<file path="config.mk">
export PLATFORM = sky130hd
export DESIGN_NAME = branch_resolve_unit
export DESIGN_NICKNAME = d
export VERILOG_FILES = /design/src/rtl/branch_resolve_unit.sv
export SDC_FILE = /design/constraint.sdc
export NUM_CORES = 1
export LEC_CHECK = 0
export CAP_MARGIN = 5
export CORE_MARGIN = 8
export CORE_UTILIZATION = 35
export DETAILED_ROUTE_END_ITERATION = 8
export GPL_TIMING_DRIVEN = 0
export PLACE_DENSITY_LB_ADDON = 0.08
export SYNTH_ARGS = -nofsm -noshare
export SYNTH_HDL_FRONTEND = slang
export SYNTH_SLANG_ARGS = --single-unit
</file>
<file path="constraint.sdc">
create_clock -name clk_i -period 6.5 [get_ports clk_i]
set_input_delay 1.3 -clock clk_i [delete_from_list [all_inputs] [get_ports clk_i]]
set_output_delay 1.3 -clock clk_i [all_outputs]
set_load 0.01 [all_outputs]
</file>
<file path="src/rtl/branch_resolve_unit.sv">
// Branch resolve unit: carries IF-stage BTB predictions through ID into EX,
// checks them against the actual outcome, and issues flush/redirect on a
// mispredict. It also produces the BTB update strobe.
// Optional feature: define BRU_PERF_CNT_EN to build the saturating
// branch/mispredict performance counters. When it is undefined, both
// counter outputs are tied to zero.
module branch_resolve_unit #(
    parameter int unsigned PC_WIDTH       = 32,
    parameter int unsigned CNT_WIDTH      = 32,
    parameter int unsigned RECOVER_CYCLES = 2
) (
    input  logic                 clk_i,
    input  logic                 rst_i,
    input  logic [PC_WIDTH-1:0]  pc_IF_i,
    input  logic                 br_sel_BTB_i,
    input  logic [PC_WIDTH-1:0]  pc_BTB_i,
    input  logic                 stall_i,
    input  logic [PC_WIDTH-1:0]  pc_EX_i,
    input  logic [31:0]          instr_EX_i,
    input  logic                 taken_i,
    input  logic [PC_WIDTH-1:0]  alu_data_i,
    output logic                 flush_o,
    output logic                 redirect_o,
    output logic [PC_WIDTH-1:0]  redirect_pc_o,
    output logic                 upd_valid_o,
    output logic                 upd_taken_o,
    output logic                 recover_o,
    output logic [CNT_WIDTH-1:0] branch_cnt_o,
    output logic [CNT_WIDTH-1:0] mispredict_cnt_o
);

    typedef enum logic [0:0] {StIdle, StRecover} state_t;

    localparam logic [2:0] RecLoad = 3'(RECOVER_CYCLES);

    state_t              state, state_next;
    logic [2:0]          rec_cnt, rec_cnt_next;

    // Shadow slots: prediction travelling with the instruction in ID and EX.
    logic                sid_valid, sid_pred;
    logic [PC_WIDTH-1:0] sid_pred_pc, sid_pc;
    logic                sex_valid, sex_pred;
    logic [PC_WIDTH-1:0] sex_pred_pc, sex_pc;

    logic                is_cf, eff_pred, active;
    logic                miss_target, miss_not_taken, miss_alias, mispredict;
    logic [PC_WIDTH-1:0] fallthrough_pc;

    // Only the major opcode field is decoded.
    logic unused_instr;
    assign unused_instr = ^{instr_EX_i[31:7], instr_EX_i[1:0]};

    assign is_cf = (instr_EX_i[6:2] == 5'b11000) || (instr_EX_i[6:2] == 5'b11011) ||
                   (instr_EX_i[6:2] == 5'b11001);
    // A stale or mismatched slot is treated as a not-taken prediction.
    assign eff_pred       = sex_valid && (sex_pc == pc_EX_i) && sex_pred;
    assign active         = !stall_i && (state == StIdle);
    assign fallthrough_pc = pc_EX_i + PC_WIDTH'(4);

    assign miss_target    = is_cf && taken_i && (!eff_pred || (sex_pred_pc != alu_data_i));
    assign miss_not_taken = is_cf && !taken_i && eff_pred;
    assign miss_alias     = !is_cf && eff_pred;
    assign mispredict     = active && (miss_target || miss_not_taken || miss_alias);

    assign flush_o       = mispredict;
    assign redirect_o    = mispredict;
    assign redirect_pc_o = !mispredict ? '0 : (miss_target ? alu_data_i : fallthrough_pc);
    assign upd_valid_o   = is_cf && active;
    assign upd_taken_o   = upd_valid_o && taken_i;
    assign recover_o     = (state == StRecover);

    // Shadow slot pipeline; flush squashes both slots ahead of advance/stall.
    always_ff @(posedge clk_i) begin
        if (rst_i) begin
            sid_valid   <= 1'b0;
            sid_pred    <= 1'b0;
            sid_pred_pc <= '0;
            sid_pc      <= '0;
            sex_valid   <= 1'b0;
            sex_pred    <= 1'b0;
            sex_pred_pc <= '0;
            sex_pc      <= '0;
        end else if (flush_o) begin
            sid_valid <= 1'b0;
            sex_valid <= 1'b0;
        end else if (!stall_i) begin
            sex_valid   <= sid_valid;
            sex_pred    <= sid_pred;
            sex_pred_pc <= sid_pred_pc;
            sex_pc      <= sid_pc;
            sid_valid   <= 1'b1;
            sid_pred    <= br_sel_BTB_i;
            sid_pred_pc <= pc_BTB_i;
            sid_pc      <= pc_IF_i;
        end
    end

    // Recovery FSM state and countdown register.
    always_ff @(posedge clk_i) begin
        if (rst_i) begin
            state   <= StIdle;
            rec_cnt <= 3'd0;
        end else begin
            state   <= state_next;
            rec_cnt <= rec_cnt_next;
        end
    end

    // Recovery FSM next state: countdown only advances on unstalled cycles.
    always_comb begin
        state_next   = state;
        rec_cnt_next = rec_cnt;
        unique case (state)
            StIdle: begin
                if (mispredict) begin
                    state_next   = StRecover;
                    rec_cnt_next = RecLoad;
                end
            end
            StRecover: begin
                if (!stall_i) begin
                    if (rec_cnt <= 3'd1) begin
                        state_next   = StIdle;
                        rec_cnt_next = 3'd0;
                    end else begin
                        rec_cnt_next = rec_cnt - 3'd1;
                    end
                end
            end
            default: begin
                state_next   = StIdle;
                rec_cnt_next = 3'd0;
            end
        endcase
    end

`ifdef BRU_PERF_CNT_EN
    logic [CNT_WIDTH-1:0] branch_cnt, mispredict_cnt;

    // Saturating performance counters.
    always_ff @(posedge clk_i) begin
        if (rst_i) begin
            branch_cnt     <= '0;
            mispredict_cnt <= '0;
        end else begin
            if (upd_valid_o && (branch_cnt != '1)) begin
                branch_cnt <= branch_cnt + CNT_WIDTH'(1);
            end
            if (flush_o && (mispredict_cnt != '1)) begin
                mispredict_cnt <= mispredict_cnt + CNT_WIDTH'(1);
            end
        end
    end

    assign branch_cnt_o     = branch_cnt;
    assign mispredict_cnt_o = mispredict_cnt;
`else
    assign branch_cnt_o     = '0;
    assign mispredict_cnt_o = '0;
`endif

endmodule

</file>
==> results of run 1 <==
[layout by cell type, fill, tap and decap left out, types with 3 or more instances in the layout]
cell type | netlist | routed
sky130_fd_sc_hd__nand2_1 | 239 | 239
sky130_fd_sc_hd__clkdlybuf4s50_1 | 0 | 173
sky130_fd_sc_hd__dfxtp_1 | 136 | 136
sky130_fd_sc_hd__mux2i_1 | 130 | 130
sky130_fd_sc_hd__buf_4 | 74 | 74
sky130_fd_sc_hd__xor2_1 | 65 | 65
sky130_fd_sc_hd__conb_1 | 1 | 64
sky130_fd_sc_hd__clkbuf_1 | 42 | 42
sky130_fd_sc_hd__nor2_1 | 34 | 34
sky130_fd_sc_hd__a21oi_1 | 34 | 34
sky130_fd_sc_hd__xnor2_1 | 27 | 27
sky130_fd_sc_hd__nor4_1 | 24 | 24
sky130_fd_sc_hd__o21a_1 | 22 | 22
sky130_fd_sc_hd__nand3_1 | 18 | 18
sky130_fd_sc_hd__clkbuf_16 | 0 | 17
sky130_fd_sc_hd__nand4_1 | 10 | 10
sky130_fd_sc_hd__a21o_1 | 10 | 10
sky130_fd_sc_hd__nor3_1 | 9 | 9
sky130_fd_sc_hd__inv_1 | 7 | 7
sky130_fd_sc_hd__and4_1 | 5 | 5
sky130_fd_sc_hd__and3_1 | 4 | 4
sky130_fd_sc_hd__buf_8 | 4 | 4
sky130_fd_sc_hd__clkinv_2 | 0 | 4
sky130_fd_sc_hd__nor2b_1 | 3 | 3
sky130_fd_sc_hd__nor4_2 | 3 | 3
sky130_fd_sc_hd__a211oi_1 | 3 | 3
sky130_fd_sc_hd__o21ai_0 | 3 | 3
sky130_fd_sc_hd__clkinvlp_4 | 0 | 3
[logic make-up after synthesis]
group | Yosys count
AND/OR/NAND/NOR | 359
multiplexers | 130
other | 1
AO/OA/AOI/OAI | 83
XOR/XNOR | 92
adder cells (fa/ha/maj) | 2
flip-flops | 136
buffers and inverters | 130
[state kept, by name (all words and copies together) (netlist names)]
| register | flops |
|---|---|
| sex_pc | 32 |
| sex_pred_pc | 32 |
| sid_pc | 32 |
| sid_pred_pc | 32 |
| rec_cnt | 3 |
| recover_o | 1 |
| sex_pred | 1 |
| sex_valid | 1 |
| sid_pred | 1 |
| sid_valid | 1 |
[synthesized netlist by cell type, types with 2 or more instances]
cell | count | area (sq um)
sky130_fd_sc_hd__nand2_1 | 239 | 897
sky130_fd_sc_hd__dfxtp_1 | 136 | 2720
sky130_fd_sc_hd__mux2i_1 | 130 | 1300
sky130_fd_sc_hd__buf_4 | 74 | 556
sky130_fd_sc_hd__xor2_1 | 65 | 569
sky130_fd_sc_hd__clkbuf_1 | 42 | 158
sky130_fd_sc_hd__a21oi_1 | 34 | 170
sky130_fd_sc_hd__nor2_1 | 34 | 128
sky130_fd_sc_hd__xnor2_1 | 27 | 236
sky130_fd_sc_hd__nor4_1 | 24 | 150
sky130_fd_sc_hd__o21a_1 | 22 | 165
sky130_fd_sc_hd__nand3_1 | 18 | 90.1
sky130_fd_sc_hd__a21o_1 | 10 | 75.1
sky130_fd_sc_hd__nand4_1 | 10 | 62.6
sky130_fd_sc_hd__nor3_1 | 9 | 45.0
sky130_fd_sc_hd__inv_1 | 7 | 26.3
sky130_fd_sc_hd__and4_1 | 5 | 43.8
sky130_fd_sc_hd__and3_1 | 4 | 25.0
sky130_fd_sc_hd__buf_8 | 4 | 60.1
sky130_fd_sc_hd__a211oi_1 | 3 | 22.5
sky130_fd_sc_hd__nor2b_1 | 3 | 18.8
sky130_fd_sc_hd__nor4_2 | 3 | 37.5
sky130_fd_sc_hd__o21ai_0 | 3 | 15.0
sky130_fd_sc_hd__a31oi_1 | 2 | 12.5
sky130_fd_sc_hd__ha_1 | 2 | 25.0
sky130_fd_sc_hd__o211a_1 | 2 | 20.0
sky130_fd_sc_hd__o31ai_1 | 2 | 15.0
sky130_fd_sc_hd__or4_1 | 2 | 15.0
[worst max path at each step]
stage                       end         from  slack (ns)
2_1_floorplan        redirect_o  pc_EX_i[16]        2.20
3_3_place_gp   redirect_pc_o[6]  pc_EX_i[26]        0.37
3_5_place_dp   redirect_pc_o[6]   pc_EX_i[4]        0.33
4_1_cts        redirect_pc_o[6]   pc_EX_i[4]        0.34
5_1_grt        redirect_pc_o[9]   pc_EX_i[4]        0.08
6_report       redirect_pc_o[3]  pc_EX_i[30]        0.30
[critical path, delay by kind of cell]
kind,cells,cell delay [ns]
buffers and inverters,3,1.52
AO/OA/AOI/OAI,1,0.31
XOR/XNOR,1,0.21
AND/OR/NAND/NOR,4,1.56
[final cells by class]
type	count	area (sq um)
buffer	122	788
clock buffer	18	439
clock inverter	12	129
fill	2277	11100
inverter	8	30.0
multi-input combinational	730	4490
sequential	136	2720
tap	280	350
timing repair buffer	173	1730
[layer usage]
layer | vias to the layer above | wire length [um] | track usage [%]
li1 | 3528 | - | -
met4 | 2 | 418 | 4.55
met2 | 232 | 11700 | 29.8
met5 | - | 13 | 0
met3 | 27 | 2100 | 5.23
met1 | 3153 | 12200 | 25.0
[metrics by stage]
step                setup WS, ns  util, %  power, mW
floorplan                   2.20        -       1.13
global placement           0.370     46.3       1.29
detailed placement         0.334     46.3       1.30
CTS                        0.342     49.0       2.24
global route              0.0800     49.0       2.32
finish                     0.296     49.0       2.23
[report_power, final]
| group | leakage, nW | switching [mW] | total, mW | internal, mW |
|---|---|---|---|---|
| clock | 0.274 | 0.380 | 0.949 | 0.569 |
| sequential | 1.12 | 0.0261 | 0.911 | 0.885 |
| combinational | 3.46 | 0.181 | 0.370 | 0.190 |
==> results_dict.tcl, run 1 <==
set metrics [dict create \
    grt.overflow.total 0 \
    path_clk_slew_ns 0.06 \
    power_leakage_nw 4.86 \
    slew_headroom_pct 25.2 \
    vias 6942 \
    syn_to_final_growth_pct 37.0 \
    finish.cell_count_without_fillers 1479 \
    synth_flop_cell "sky130_fd_sc_hd__dfxtp_1" \
    arrival_ns 4.90 \
    power-per-cell-area_nw_per_um2 209 \
    final_hold_viol_count 0 \
    setup_viol 0 \
    cpPeakStageDelay_ns 0.61 \
    share_of_the_synthesized_area_in_compound_gates_ao_oa_aoi_oai_pct 6.93 \
    cts_buffers 17 \
    grt_util_all_layers_pct 18.9 \
    antenna_viol_nets_final 0 \
    placement.cell_area_sq_um 10100 \
    cts-hold-fix-buffers 0 \
    min_path_cells 2 \
    status "completed" \
    r2r-end "sex_pred_pc[10]" \
    post_cts_buffers 0 \
    synth-edff-count 0 \
    gp_weighted_congestion 0.892 \
    crit_chain "clkdlybuf4s50_1 > xor2_1 > nor4_1 > nand4_1 > nor3_2 > clkbuf_1 > nand3_1 > a21oi_1 > clkdlybuf4s50_1" \
    post_cts_resized 0 \
    synth.area.mux_share_pct 16.7 \
    adder_cell_share_of_the_synthesized_area_pct 0.321 \
    clock-skew-final_ns 0.0116 \
    detail_route.first_pass.iterations 7 \
    syn_area_sq_um 7800 \
    routed_via_density 4.69 \
    synth-seq-area-share_pct 34.9 \
    synth-seq-cells 136 \
    place.port_buffers 173 \
    final_layout_size_suffix_gt1_share_pct 9.67 \
    cp_data_required_time_ns 5.20 \
    grt_pass1_vias 6724 \
    worst_hold_slack_ns 0.468 \
    post_synth_inst_count 933 \
    synth_simple_gate_area_share_pct 20.3 \
    timing.final.max_slew_violations 0 \
    maxClockFrequency_ghz 0.161 \
    area_of_the_core_sq_um 21800 \
    std_cell_rows 54 \
    critical_path.endpoint_type "primary output" \
    clk_latency_ns 0.43 \
    min_to "sid_pc[25]" \
    critical_path_peak_fanout 10 \
    cts.path.max_buffers 2 \
    reg2reg_launch_point "sex_pc[30]" \
    yosys.area_share.xor_xnor_pct 10.3 \
    final_net_count 1355 \
    initial_utilization_pct 35.7 \
    timing.final.crit_period_ns 6.20 \
    worstRegToRegCells 9 \
    synth-warning-count 0 \
    drcViolationCount 0 \
    synth.distinct_cells 45 \
    die_width_um 165 \
    number_of_cells_in_the_design_after_placement 1449 \
    totalNegativeSetupSlack_ns 0 \
    grt_antenna_before_repair 1 \
    worst_path_most_repeated_cell "sky130_fd_sc_hd__clkdlybuf4s50_1" \
    clock_sink_count 136 \
    detail_route.iter0.violations 451 \
    antenna-diode-count 0 \
    timing_worst_slew_pin_value_ns 1.12 \
    synth_top_family_by_area "simple AND/OR/NAND/NOR gates" \
    finalCritPeriodShare_pct 95.5 \
    peakVddDrop_uv 161 \
    holdCritStartpoint "sid_pc[25]" \
    nature_of_the_critical_path_startpoint "primary input" \
    clk_root_buffer_cell "sky130_fd_sc_hd__clkbuf_16" \
    grt_start_max_net_pins 17 \
    stdcell_area_sq_um 10700 \
    dieArea_sq_um 27300 \
    setup_repair_after_global_routing_missed_its_margin "false" \
    routed_wl_um 26400 \
    timing.reg2reg.setup_slack_ns 3.67 \
    crit_type "primary input to primary output" \
    cap_viol_max_count 0 \
    worstHoldPathType "flop to flop" \
    design.portCount 266 \
    synth-async-reset-ratio_pct 0 \
    average_cell_area_after_synthesis_sq_um 8.36 \
    avgRoutedWirePerCell_um 17.8 \
    floorplan.die.height_um 165 \
    deepest_level_of_the_cts_h_tree 4 \
    detailed_place_hpwl_um 21500 \
    grt_first_pass_wirelength_um 38900 \
    tritoncts "done" \
    timing.critical_path.slowest_stage_cell "sky130_fd_sc_hd__clkdlybuf4s50_1" \
]
Power figures use the tool's default switching activity.
==> run 2: changes to the inputs <==
--- a/config.mk
+++ b/config.mk
@@ -7,7 +7,7 @@
 export LEC_CHECK = 0
 export CAP_MARGIN = 5
 export CORE_MARGIN = 8
-export CORE_UTILIZATION = 35
+export CORE_UTILIZATION = 50
 export DETAILED_ROUTE_END_ITERATION = 8
 export GPL_TIMING_DRIVEN = 0
 export PLACE_DENSITY_LB_ADDON = 0.08
==> results_dict.tcl, run 2 (synthesized netlist as in run 1, its figures left out) <==
set metrics [dict create \
    status "completed" \
    power_leakage_nw 4.86 \
    design.portCount 266 \
    timing.final.max_slew_violations 0 \
    final_layout_size_suffix_gt1_share_pct 9.67 \
    slew_headroom_pct 39.7 \
    deepest_level_of_the_cts_h_tree 4 \
    timing.critical_path.slowest_stage_cell "sky130_fd_sc_hd__clkdlybuf4s50_1" \
    std_cell_rows 45 \
    path_clk_slew_ns 0.06 \
    area_of_the_core_sq_um 15200 \
    initial_utilization_pct 51.3 \
    worstHoldPathType "flop to flop" \
    power-per-cell-area_nw_per_um2 209 \
    number_of_cells_in_the_design_after_placement 1357 \
    detail_route.iter0.violations 399 \
    final_net_count 1355 \
    dpl_worst_slack_ns 0.514 \
    grt_first_pass_wirelength_um 36900 \
    setup_viol 0 \
    dieArea_sq_um 19800 \
    clock_sink_count 136 \
    detailed_place_hpwl_um 19500 \
    finalCritPeriodShare_pct 93.0 \
    maxClockFrequency_ghz 0.165 \
    cpPeakStageDelay_ns 0.60 \
    antenna_viol_nets_final 0 \
    gp_weighted_congestion 0.944 \
    cts-hold-fix-buffers 0 \
    grt.overflow.total 0 \
    post_cts_resized 0 \
    tritoncts "done" \
    placement.cell_area_sq_um 10000 \
    cts_buffers 17 \
    timing_worst_slew_pin_value_ns 0.902 \
    grt_start_max_net_pins 17 \
    vias 7047 \
    critical_path.endpoint_type "primary output" \
    routed_wl_um 24200 \
    final_critical_path_setup_slack_ns 0.456 \
    crit_type "primary input to primary output" \
    timing.critical_path.buf_inv 3 \
    routed_via_density 5.08 \
    clock-skew-final_ns 0.0122 \
    post_cts_buffers 0 \
    avgRoutedWirePerCell_um 17.5 \
    most-common-layout-cells "sky130_fd_sc_hd__nand2_1 (239), sky130_fd_sc_hd__clkdlybuf4s50_1 (173), sky130_fd_sc_hd__dfxtp_1 (136)" \
    floorplan.die.height_um 141 \
    critical_path_peak_fanout 10 \
    cp_data_required_time_ns 5.20 \
    worst_hold_slack_ns 0.471 \
    arrival_ns 4.74 \
    setup_repair_after_global_routing_missed_its_margin "false" \
    grt_antenna_before_repair 1 \
    grt_util_all_layers_pct 24.1 \
    place.port_buffers 173 \
    peakVddDrop_uv 181 \
    final_hold_viol_count 0 \
    worst_path_most_repeated_cell "sky130_fd_sc_hd__clkdlybuf4s50_1" \
    crit_chain "clkdlybuf4s50_1 > xor2_1 > nor4_1 > nand4_1 > nor3_2 > clkbuf_1 > nand3_1 > a21oi_1 > clkdlybuf4s50_1" \
    grt_pass1_vias 6752 \
    die_width_um 141 \
    detail_route.first_pass.iterations 4 \
    nature_of_the_critical_path_startpoint "primary input" \
    cap_viol_max_count 0 \
    totalNegativeSetupSlack_ns 0 \
    cts.path.max_buffers 2 \
    mostFrequentLayoutCell "sky130_fd_sc_hd__nand2_1" \
    syn_to_final_growth_pct 35.6 \
    timing.final.crit_period_ns 6.04 \
    finish.cell_count_without_fillers 1387 \
    drcViolationCount 0 \
    top_delay_family_on_crit_path "buffers and inverters" \
    stdcell_area_sq_um 10600 \
    clk_root_buffer_cell "sky130_fd_sc_hd__clkbuf_16" \
    clk_latency_ns 0.43 \
    antenna-diode-count 0 \
]
[run 2: cell count changes in the layout (fill, tap and decap cells not counted)]
| cell | previous run | this run |
|---|---|---|
| sky130_fd_sc_hd__bufinv_16 | 2 | 1 |
| sky130_fd_sc_hd__clkbuf_8 | 1 | 4 |
| sky130_fd_sc_hd__clkinv_2 | 4 | 1 |
| sky130_fd_sc_hd__clkinv_4 | 2 | 4 |
| sky130_fd_sc_hd__clkinvlp_4 | 3 | 2 |
[run 2: power by group]
group	internal (mW)	switching [mW]	total (mW)
combinational	0.190	0.178	0.368
clock	0.565	0.367	0.932
sequential	0.885	0.0264	0.911
[run 2: stage by stage]
stage	power, mW	utilization, %
CTS	2.22	69.6
floorplan	1.13	-
finish	2.21	69.6
global route	2.30	69.6
detailed placement	1.29	65.8
global placement	1.28	65.8
[run 2: routing by layer]
layer	global-route usage, %	share of wire [%]	up-vias
li1	-	-	3528
met4	10.0	3.0	2
met2	39.3	47	262
met3	6.68	8.1	42
met1	29.5	42	3213
met5	0	0.054	-
[run 2: layout make-up]
class | count | area, sq um
Buffer | 122 | 788
Clock buffer | 21 | 480
Clock inverter | 9 | 93.8
Fill cell | 1324 | 4630
Inverter | 8 | 30.0
Multi-Input combinational cell | 730 | 4490
Sequential cell | 136 | 2720
Tap cell | 188 | 235
Timing Repair Buffer | 173 | 1730
[run 2: worst reg2reg max path, delay by kind of cell, from the launching register on]
| family | cells | cell delay, ns |
|---|---|---|
| xor+xnor | 1 | 0.18 |
| flops | 1 | 0.32 |
| mux | 1 | 0.21 |
| buf+inv | 3 | 0.57 |
| compound gates | 1 | 0.19 |
| simple gates | 3 | 1.19 |
[run 2: worst paths after layout]
kind / cells after the start / slack [ns] / start / endpoint
max: 9 / 0.46 / pc_EX_i[14] / redirect_pc_o[7]
max reg2reg: 9 / 3.77 / sex_pc[30] / sex_pred_pc[8]
min: 2 / 0.47 / sid_pc[7] / sid_pc[7]
min reg2reg: 2 / 0.47 / sid_pc[7] / sid_pc[7]
==> run 3: changes to the inputs <==
--- a/config.mk
+++ b/config.mk
@@ -5,7 +5,7 @@
 export SDC_FILE = /design/constraint.sdc
 export NUM_CORES = 1
 export LEC_CHECK = 0
-export CAP_MARGIN = 5
+export CAP_MARGIN = 25
 export CORE_MARGIN = 8
 export CORE_UTILIZATION = 50
 export DETAILED_ROUTE_END_ITERATION = 8
==> results of run 3 <==
Same layout as run 2: the final DEF is identical, and so are final timing and power.
